**config.mk**
```make
export PLATFORM = sky130hd
export DESIGN_NAME = axi_wr_slave_resp
export DESIGN_NICKNAME = d
export VERILOG_FILES = /design/src/rtl/axi_wr_slave_resp.sv
export SDC_FILE = /design/constraint.sdc
export NUM_CORES = 1
export LEC_CHECK = 0
export ABC_AREA = 1
export ABC_CLOCK_PERIOD_IN_PS = 8100
export BUFFER_PORTS_ARGS = -buffer_cell sky130_fd_sc_hd__buf_2
export CAP_MARGIN = 20
export CORE_ASPECT_RATIO = 0.9
export CORE_MARGIN = 2
export CORE_UTILIZATION = 50
export DETAILED_ROUTE_END_ITERATION = 7
export HOLD_SLACK_MARGIN = 0.12
export PLACE_DENSITY = 0.81
export SLEW_MARGIN = 40
export SYNTH_ARGS = -nofsm -noshare
export SYNTH_HDL_FRONTEND = slang
export SYNTH_SLANG_ARGS = --single-unit
```
**constraint.sdc**
```tcl
create_clock -name clk -period 8.1 [get_ports clk]
set_clock_uncertainty 0.2 [all_clocks]
set_input_delay 0 -clock clk [delete_from_list [all_inputs] [get_ports clk]]
set_output_delay 0 -clock clk [all_outputs]
set_load 0.1 [all_outputs]
```
**src/rtl/axi_wr_slave_resp.sv**
```systemverilog
// AXI3 write-channel responder.
// Accepts one AW request at a time and then its W beats. Each beat is
// presented on a registered backend write port, and the beat address
// follows FIXED, INCR or WRAP address generation. A B response carrying
// the captured ID and user bits is returned after the last beat.
module axi_wr_slave_resp #(
  parameter int PID_WIDTH     = 4,
  parameter int PADDR_WIDTH   = 32,
  parameter int PLENGTH_WIDTH = 3,
  parameter int PSIZE_WIDTH   = 2,
  parameter int PAWUSER_WIDTH = 2,
  parameter int PDATA_WIDTH   = 128,
  parameter int PSTRB_WIDTH   = PDATA_WIDTH / 8
) (
  input  logic                     clk,
  input  logic                     resetn,
  input  logic                     awvalid,
  output logic                     awready,
  input  logic [PID_WIDTH-1:0]     awid,
  input  logic [PADDR_WIDTH-1:0]   awaddr,
  input  logic [PLENGTH_WIDTH-1:0] awlen,
  input  logic [PSIZE_WIDTH-1:0]   awsize,
  input  logic [1:0]               awburst,
  input  logic [PAWUSER_WIDTH-1:0] awuser,
  input  logic                     wvalid,
  output logic                     wready,
  input  logic [PDATA_WIDTH-1:0]   wdata,
  input  logic [PSTRB_WIDTH-1:0]   wstrb,
  input  logic                     wlast,
  output logic                     bvalid,
  input  logic                     bready,
  output logic [PID_WIDTH-1:0]     bid,
  output logic [1:0]               bresp,
  output logic [PAWUSER_WIDTH-1:0] buser,
  output logic                     mem_we,
  output logic [PADDR_WIDTH-1:0]   mem_addr,
  output logic [PDATA_WIDTH-1:0]   mem_data,
  output logic [PSTRB_WIDTH-1:0]   mem_strb
);

  typedef enum logic [1:0] {
    ST_IDLE,
    ST_DATA,
    ST_RESP
  } state_t;

  localparam logic [1:0] BURST_FIXED = 2'b00;
  localparam logic [1:0] BURST_INCR  = 2'b01;
  localparam logic [1:0] BURST_WRAP  = 2'b10;
  localparam logic [1:0] RESP_OKAY   = 2'b00;
  localparam logic [1:0] RESP_SLVERR = 2'b10;

  // Beat counter is one bit wider than awlen so it can saturate at 2**PLENGTH_WIDTH.
  localparam logic [PLENGTH_WIDTH:0] CNT_MAX = {1'b1, {PLENGTH_WIDTH{1'b0}}};
  localparam logic [PLENGTH_WIDTH:0] CNT_ONE = (PLENGTH_WIDTH+1)'(1);

  state_t                   state;
  logic [PID_WIDTH-1:0]     cap_id;
  logic [PLENGTH_WIDTH-1:0] cap_len;
  logic [PSIZE_WIDTH-1:0]   cap_size;
  logic [1:0]               cap_burst;
  logic [PAWUSER_WIDTH-1:0] cap_user;
  logic [PADDR_WIDTH-1:0]   cur_addr;
  logic [PLENGTH_WIDTH:0]   beat_cnt;
  logic                     err;

  logic                     aw_fire;
  logic                     w_fire;
  logic                     b_fire;
  logic                     req_err;
  logic [PADDR_WIDTH-1:0]   in_bytes;
  logic [PLENGTH_WIDTH:0]   len_ext;
  logic [PLENGTH_WIDTH:0]   len_plus1;
  logic [PADDR_WIDTH-1:0]   beat_bytes;
  logic [PADDR_WIDTH-1:0]   wrap_mask;
  logic [PADDR_WIDTH-1:0]   addr_inc;
  logic [PADDR_WIDTH-1:0]   next_addr;
  logic                     early_last;
  logic                     missing_last;
  logic                     err_next;
  logic                     beat_over;

  assign aw_fire = awvalid & awready;
  assign w_fire  = wvalid & wready;
  assign b_fire  = bvalid & bready;

  // Request-level error check on the incoming AW fields, evaluated at capture.
  always_comb begin
    in_bytes = PADDR_WIDTH'(1) << awsize;
    req_err  = 1'b0;
    if (awburst == 2'b11) begin
      req_err = 1'b1;
    end else if (awburst == BURST_WRAP) begin
      if (!((awlen == PLENGTH_WIDTH'(1)) || (awlen == PLENGTH_WIDTH'(3)) ||
            (awlen == PLENGTH_WIDTH'(7)))) begin
        req_err = 1'b1;
      end
      if ((awaddr & (in_bytes - PADDR_WIDTH'(1))) != '0) begin
        req_err = 1'b1;
      end
    end
  end

  // Next beat address and per-beat protocol error detection.
  always_comb begin
    len_ext    = {1'b0, cap_len};
    len_plus1  = len_ext + CNT_ONE;
    beat_bytes = PADDR_WIDTH'(1) << cap_size;
    wrap_mask  = (PADDR_WIDTH'(len_plus1) << cap_size) - PADDR_WIDTH'(1);
    addr_inc   = cur_addr + beat_bytes;
    case (cap_burst)
      BURST_FIXED: next_addr = cur_addr;
      BURST_INCR:  next_addr = addr_inc;
      BURST_WRAP:  next_addr = (cur_addr & ~wrap_mask) | (addr_inc & wrap_mask);
      default:     next_addr = cur_addr;
    endcase
    early_last   = wlast && (beat_cnt < len_ext);
    missing_last = !wlast && (beat_cnt == len_ext);
    err_next     = err | early_last | missing_last;
    beat_over    = beat_cnt > len_ext;
  end

  // Control FSM with registered handshake, response and backend outputs.
  always_ff @(posedge clk or negedge resetn) begin
    if (!resetn) begin
      state     <= ST_IDLE;
      awready   <= 1'b1;
      wready    <= 1'b0;
      bvalid    <= 1'b0;
      bid       <= '0;
      bresp     <= '0;
      buser     <= '0;
      mem_we    <= 1'b0;
      mem_addr  <= '0;
      mem_data  <= '0;
      mem_strb  <= '0;
      cap_id    <= '0;
      cap_len   <= '0;
      cap_size  <= '0;
      cap_burst <= '0;
      cap_user  <= '0;
      cur_addr  <= '0;
      beat_cnt  <= '0;
      err       <= 1'b0;
    end else begin
      mem_we <= 1'b0;
      case (state)
        ST_IDLE: begin
          if (aw_fire) begin
            cap_id    <= awid;
            cap_len   <= awlen;
            cap_size  <= awsize;
            cap_burst <= awburst;
            cap_user  <= awuser;
            cur_addr  <= awaddr;
            err       <= req_err;
            beat_cnt  <= '0;
            awready   <= 1'b0;
            wready    <= 1'b1;
            state     <= ST_DATA;
          end
        end
        ST_DATA: begin
          if (w_fire) begin
            // Strobe gating uses the error state from before this beat, so the
            // beat that reveals a wlast mismatch is itself still written.
            mem_we   <= 1'b1;
            mem_addr <= cur_addr;
            mem_data <= wdata;
            mem_strb <= (err || beat_over) ? '0 : wstrb;
            cur_addr <= next_addr;
            err      <= err_next;
            if (beat_cnt != CNT_MAX) begin
              beat_cnt <= beat_cnt + CNT_ONE;
            end
            if (wlast) begin
              wready <= 1'b0;
              bvalid <= 1'b1;
              bid    <= cap_id;
              buser  <= cap_user;
              bresp  <= err_next ? RESP_SLVERR : RESP_OKAY;
              state  <= ST_RESP;
            end
          end
        end
        ST_RESP: begin
          if (b_fire) begin
            bvalid  <= 1'b0;
            awready <= 1'b1;
            state   <= ST_IDLE;
          end
        end
        default: begin
          state   <= ST_IDLE;
          awready <= 1'b1;
          wready  <= 1'b0;
          bvalid  <= 1'b0;
        end
      endcase
    end
  end

endmodule

```
==> qor.csv, run 1 <==
metric,value,unit
portBuffers,381,
lastStage,4_1_cts,
yosys.area_share.simple,0.336,
htreeDepth,1,
synth_nets,1655,
syn_avg_cell_area,7.73,um2
error,[ERROR RSZ-0060] Max buffer count reached.,
synth-xor-area-share,0.0125,
outcome,stopped before the end,
cts-buffers-inserted,25,
cts_hold_buf,423,
seq_area_frac_synth,0.536,
placement_rows,51,
synthArstFlopShare,1.00,
clock_path_buffers,3,
ys_seq_elements,239,
clkSinkCount,239,
dp_hpwl,25500,um
postSynthCellCount,1445,
die_h,146,um
start_util,0.513,
pin_count,383,
ys_warn_count,0,
synth_flop_cell,dfrtp_1,
clockRootBuffer,clkbuf_16,
cts_resized,0,
synthesis.area,11200,um2
synth.distinct_cells,42,
gp_congestion,0.971,
synth.area.mux_share,0,
synth_top_family_by_area,simple AND/OR/NAND/NOR gates,
synthAdderAreaFrac,0.0175,
synth_compound_area_frac,0.0494,
postCtsSetupRepairBufs,0,
synth_edf_count,0,
die_x,162,um
[cell usage after synthesis, drive strengths merged (2+ instances only)]
| cell | number | area share |
|---|---|---|
| a21oi | 15 | 0.0081 |
| a22oi | 2 | 0.0013 |
| a31oi | 2 | 0.0011 |
| buf | 7 | 0.0048 |
| clkbuf | 48 | 0.016 |
| dfrtp | 238 | 0.53 |
| ha | 14 | 0.016 |
| inv | 80 | 0.027 |
| nand2 | 784 | 0.27 |
| nand3 | 64 | 0.031 |
| nand3b | 4 | 0.0027 |
| nand4 | 12 | 0.0067 |
| nor2 | 53 | 0.021 |
| nor3 | 17 | 0.0076 |
| o211ai | 2 | 0.0013 |
| o21ai | 77 | 0.035 |
| xnor2 | 3 | 0.0024 |
| xor2 | 13 | 0.010 |
[cell families after synthesis]
kind of cell	after synthesis
AND/OR/NAND/NOR	936
flip-flops	239
buffers and inverters	136
AO/OA/AOI/OAI	102
XOR/XNOR	16
adder cells (fa/ha/maj)	15
other	1
[per-stage QoR]
stage                     instance area (um2)  instances  setup slack [ns]  utilization
after global placement                  13300       2068              5.17        0.610
after detailed placement                13300       2068              5.23        0.611
after floorplan                         11200       1445              5.56            -
==> run 2: changes to the inputs <==
CORE_ASPECT_RATIO = default   (was 0.9)
CORE_UTILIZATION = 35   (was 50)
HOLD_SLACK_MARGIN = default   (was 0.12)
PLACE_DENSITY = default   (was 0.81)
PLACE_DENSITY_LB_ADDON = 0.15   (was default)
==> qor.csv, run 2 <==
metric,value,unit
postCtsSetupRepairBufs,0,
mostFrequentLayoutCells,"776 x nand2_1, 380 x buf_2, 272 x dlygate4sd3_1",
max_slew_margin,0.468,
ys_seq_elements,239,
fin_crit_sh,0.378,
dp_hpwl,26400,um
cts_hold_buf,273,
violations,hold timing,
area_delta_synth_final,53.6,%
max-vdd-ir-drop,0.135,mV
cts_resized,0,
setup_tns,0,ns
seq_area_frac_synth,0.536,
outcome,"complete, but fails checks",
startpoint_type,flip-flop,
synth.most_common_cell,nand2_1,
cts-buffers-inserted,27,
nets,2290,
clkSlewWorstSetupHoldPaths,0.06,ns
synthDominantCellAreaShare,0.533,
ff2ff_setup_slack,5.04,ns
clockRootBuffer,clkbuf_16,
hp-class,primary input to flip-flop,
die_x,183,um
max_freq,326,MHz
drive_above_1_share,0.224,
design_area,17200,um2
num_vias,11800,
ys_warn_count,0,
power_leakage,0.00958,uW
grt_usage,0.234,
post_drt_wl_per_cell,15.8,um
grt_overflow,0,
clock_path_buffers,3,
crit_type,flip-flop to flip-flop,
syn_avg_cell_area,7.73,um2
fin_crit,3.06,ns
totalWireLength,39600,um
synth_edf_count,0,
synthesis.area,11200,um2
htreeDepth,1,
crit_arrival,3.34,ns
worst_pin_slew,0.799,ns
finalHoldViolations,1,
finalSetupViolCount,0,
yosys.area.top_type,dfrtp_1,
pin_count,383,
crit_path_max_fanout,9,
drtPass1Iterations,5,
drc,0,
max_cap_violations,0,
drt-vias-per-instance,4.70,
hold_slack,-0.00159,ns
placement_rows,65,
die_area,33400,um2
cts_tree,built,
clk_latency,0.54,ns
core_area,31500,um2
synth.distinct_cells,42,
grt_max_degree,120,
ant_nets,0,
placed_cell_area,13500,um2
synthArstFlopShare,1.00,
slew_viol_final,0,
synth.area.top_cells,"dfrtp_1 53%, nand2_1 26%, o21ai_0 3.4%",
start_util,0.355,
portBuffers,381,
crit_required,8.37,ns
synthTopCellsByCount,"776 x nand2_1, 238 x dfrtp_1, 75 x o21ai_0",
grt_pass1_vias,11800,
synth_nets,1655,
antenna_found_initial,4,
postSynthCellCount,1445,
gp_congestion,0.901,
mostFrequentLayoutCell,nand2_1,
endpoint_kind,flip-flop,
synth_flop_cell,dfrtp_1,
initialDrtViolationCount,627,
die_h,183,um
clkSinkCount,239,
p_per_area,154,nW/um2
grt_first_pass_wirelength,62500,um
rsz0062_at_grt,no,
[run 2: cell counts after synthesis]
Identical to the previous run, type by type.
[run 2: layer usage]
metal | wire length (um) | vias up | share of wire | track usage
met1 | 16200 | 5470 | 0.41 | 0.290
met4 | 1440 | 0 | 0.036 | 0.0858
li1 | - | 5788 | - | -
met3 | 2500 | 105 | 0.063 | 0.0449
met2 | 19400 | 423 | 0.49 | 0.405
met5 | 0 | - | 0 | 0
[run 2: logic make-up after synthesis]
group,count (synthesis),share of synthesized area
other cells,1,0.000336
compound gates,102,0.0494
flops,239,0.536
buf+inv,136,0.0486
fa+ha+maj,15,0.0175
xor+xnor,16,0.0125
simple gates,936,0.336
[run 2: per-stage QoR]
step                      power [uW]  utilization  setup WS [ns]  std cells
after global placement          1310        0.426           4.99       2179
after floorplan                 1230            -           5.56       1445
final                           2640        0.545           5.04       2509
after CTS                       2680        0.545           5.05       2503
after detailed placement        1310        0.428           5.06       2180
after global routing            2740        0.545           4.79       2507
[run 2: area by class of cell]
cell class              count  area [um2]
inverters                  81         314
clock inverters            14         138
well taps                 402         503
flip-flops and latches    239        5980
diodes                      6        15.0
multi-input cells        1070        4650
repair buffers            661        4760
fillers                  2923       14300
clock buffers              36         790
[run 2: worst paths after layout]
check | cells after the start | endpoint | start
min in group asynchronous | 4 | mem_data[90] | resetn
setup / recovery | 15 | flip-flop | cap_size[0]
setup reg to reg | 15 | flip-flop | cap_size[0]
hold reg to reg | 2 | mem_data[13] | mem_data[13]
hold / removal | 4 | mem_data[75] | wdata[75]
max in group asynchronous | 4 | asynchronous set/reset pin | resetn
[run 2: where the power goes]
group	leakage [uW]	switching (uW)	total, uW	internal, uW
sequential	0.00325	0.194	1190	1190
clock	0.000453	506	1250	749
combinational	0.00588	74.1	193	119
total	0.00958	580	2640	2060
[run 2: worst max-delay path, stage by stage, from the launching register on]
cell     delay (ns)
dfrtp_1        0.51
nor2_1         0.24
ha_1           0.27
inv_1          0.07
fa_1           0.40
nor2_1         0.25
nor2_1         0.09
nor2_2         0.24
nand2_1        0.16
nor2_2         0.14
nand2_1        0.07
nand2_1        0.06
nand3_1        0.07
nor2_1         0.11
nor2_1         0.05
nor2_1         0.08
No activity file was read; power rests on OpenSTA's default activity.
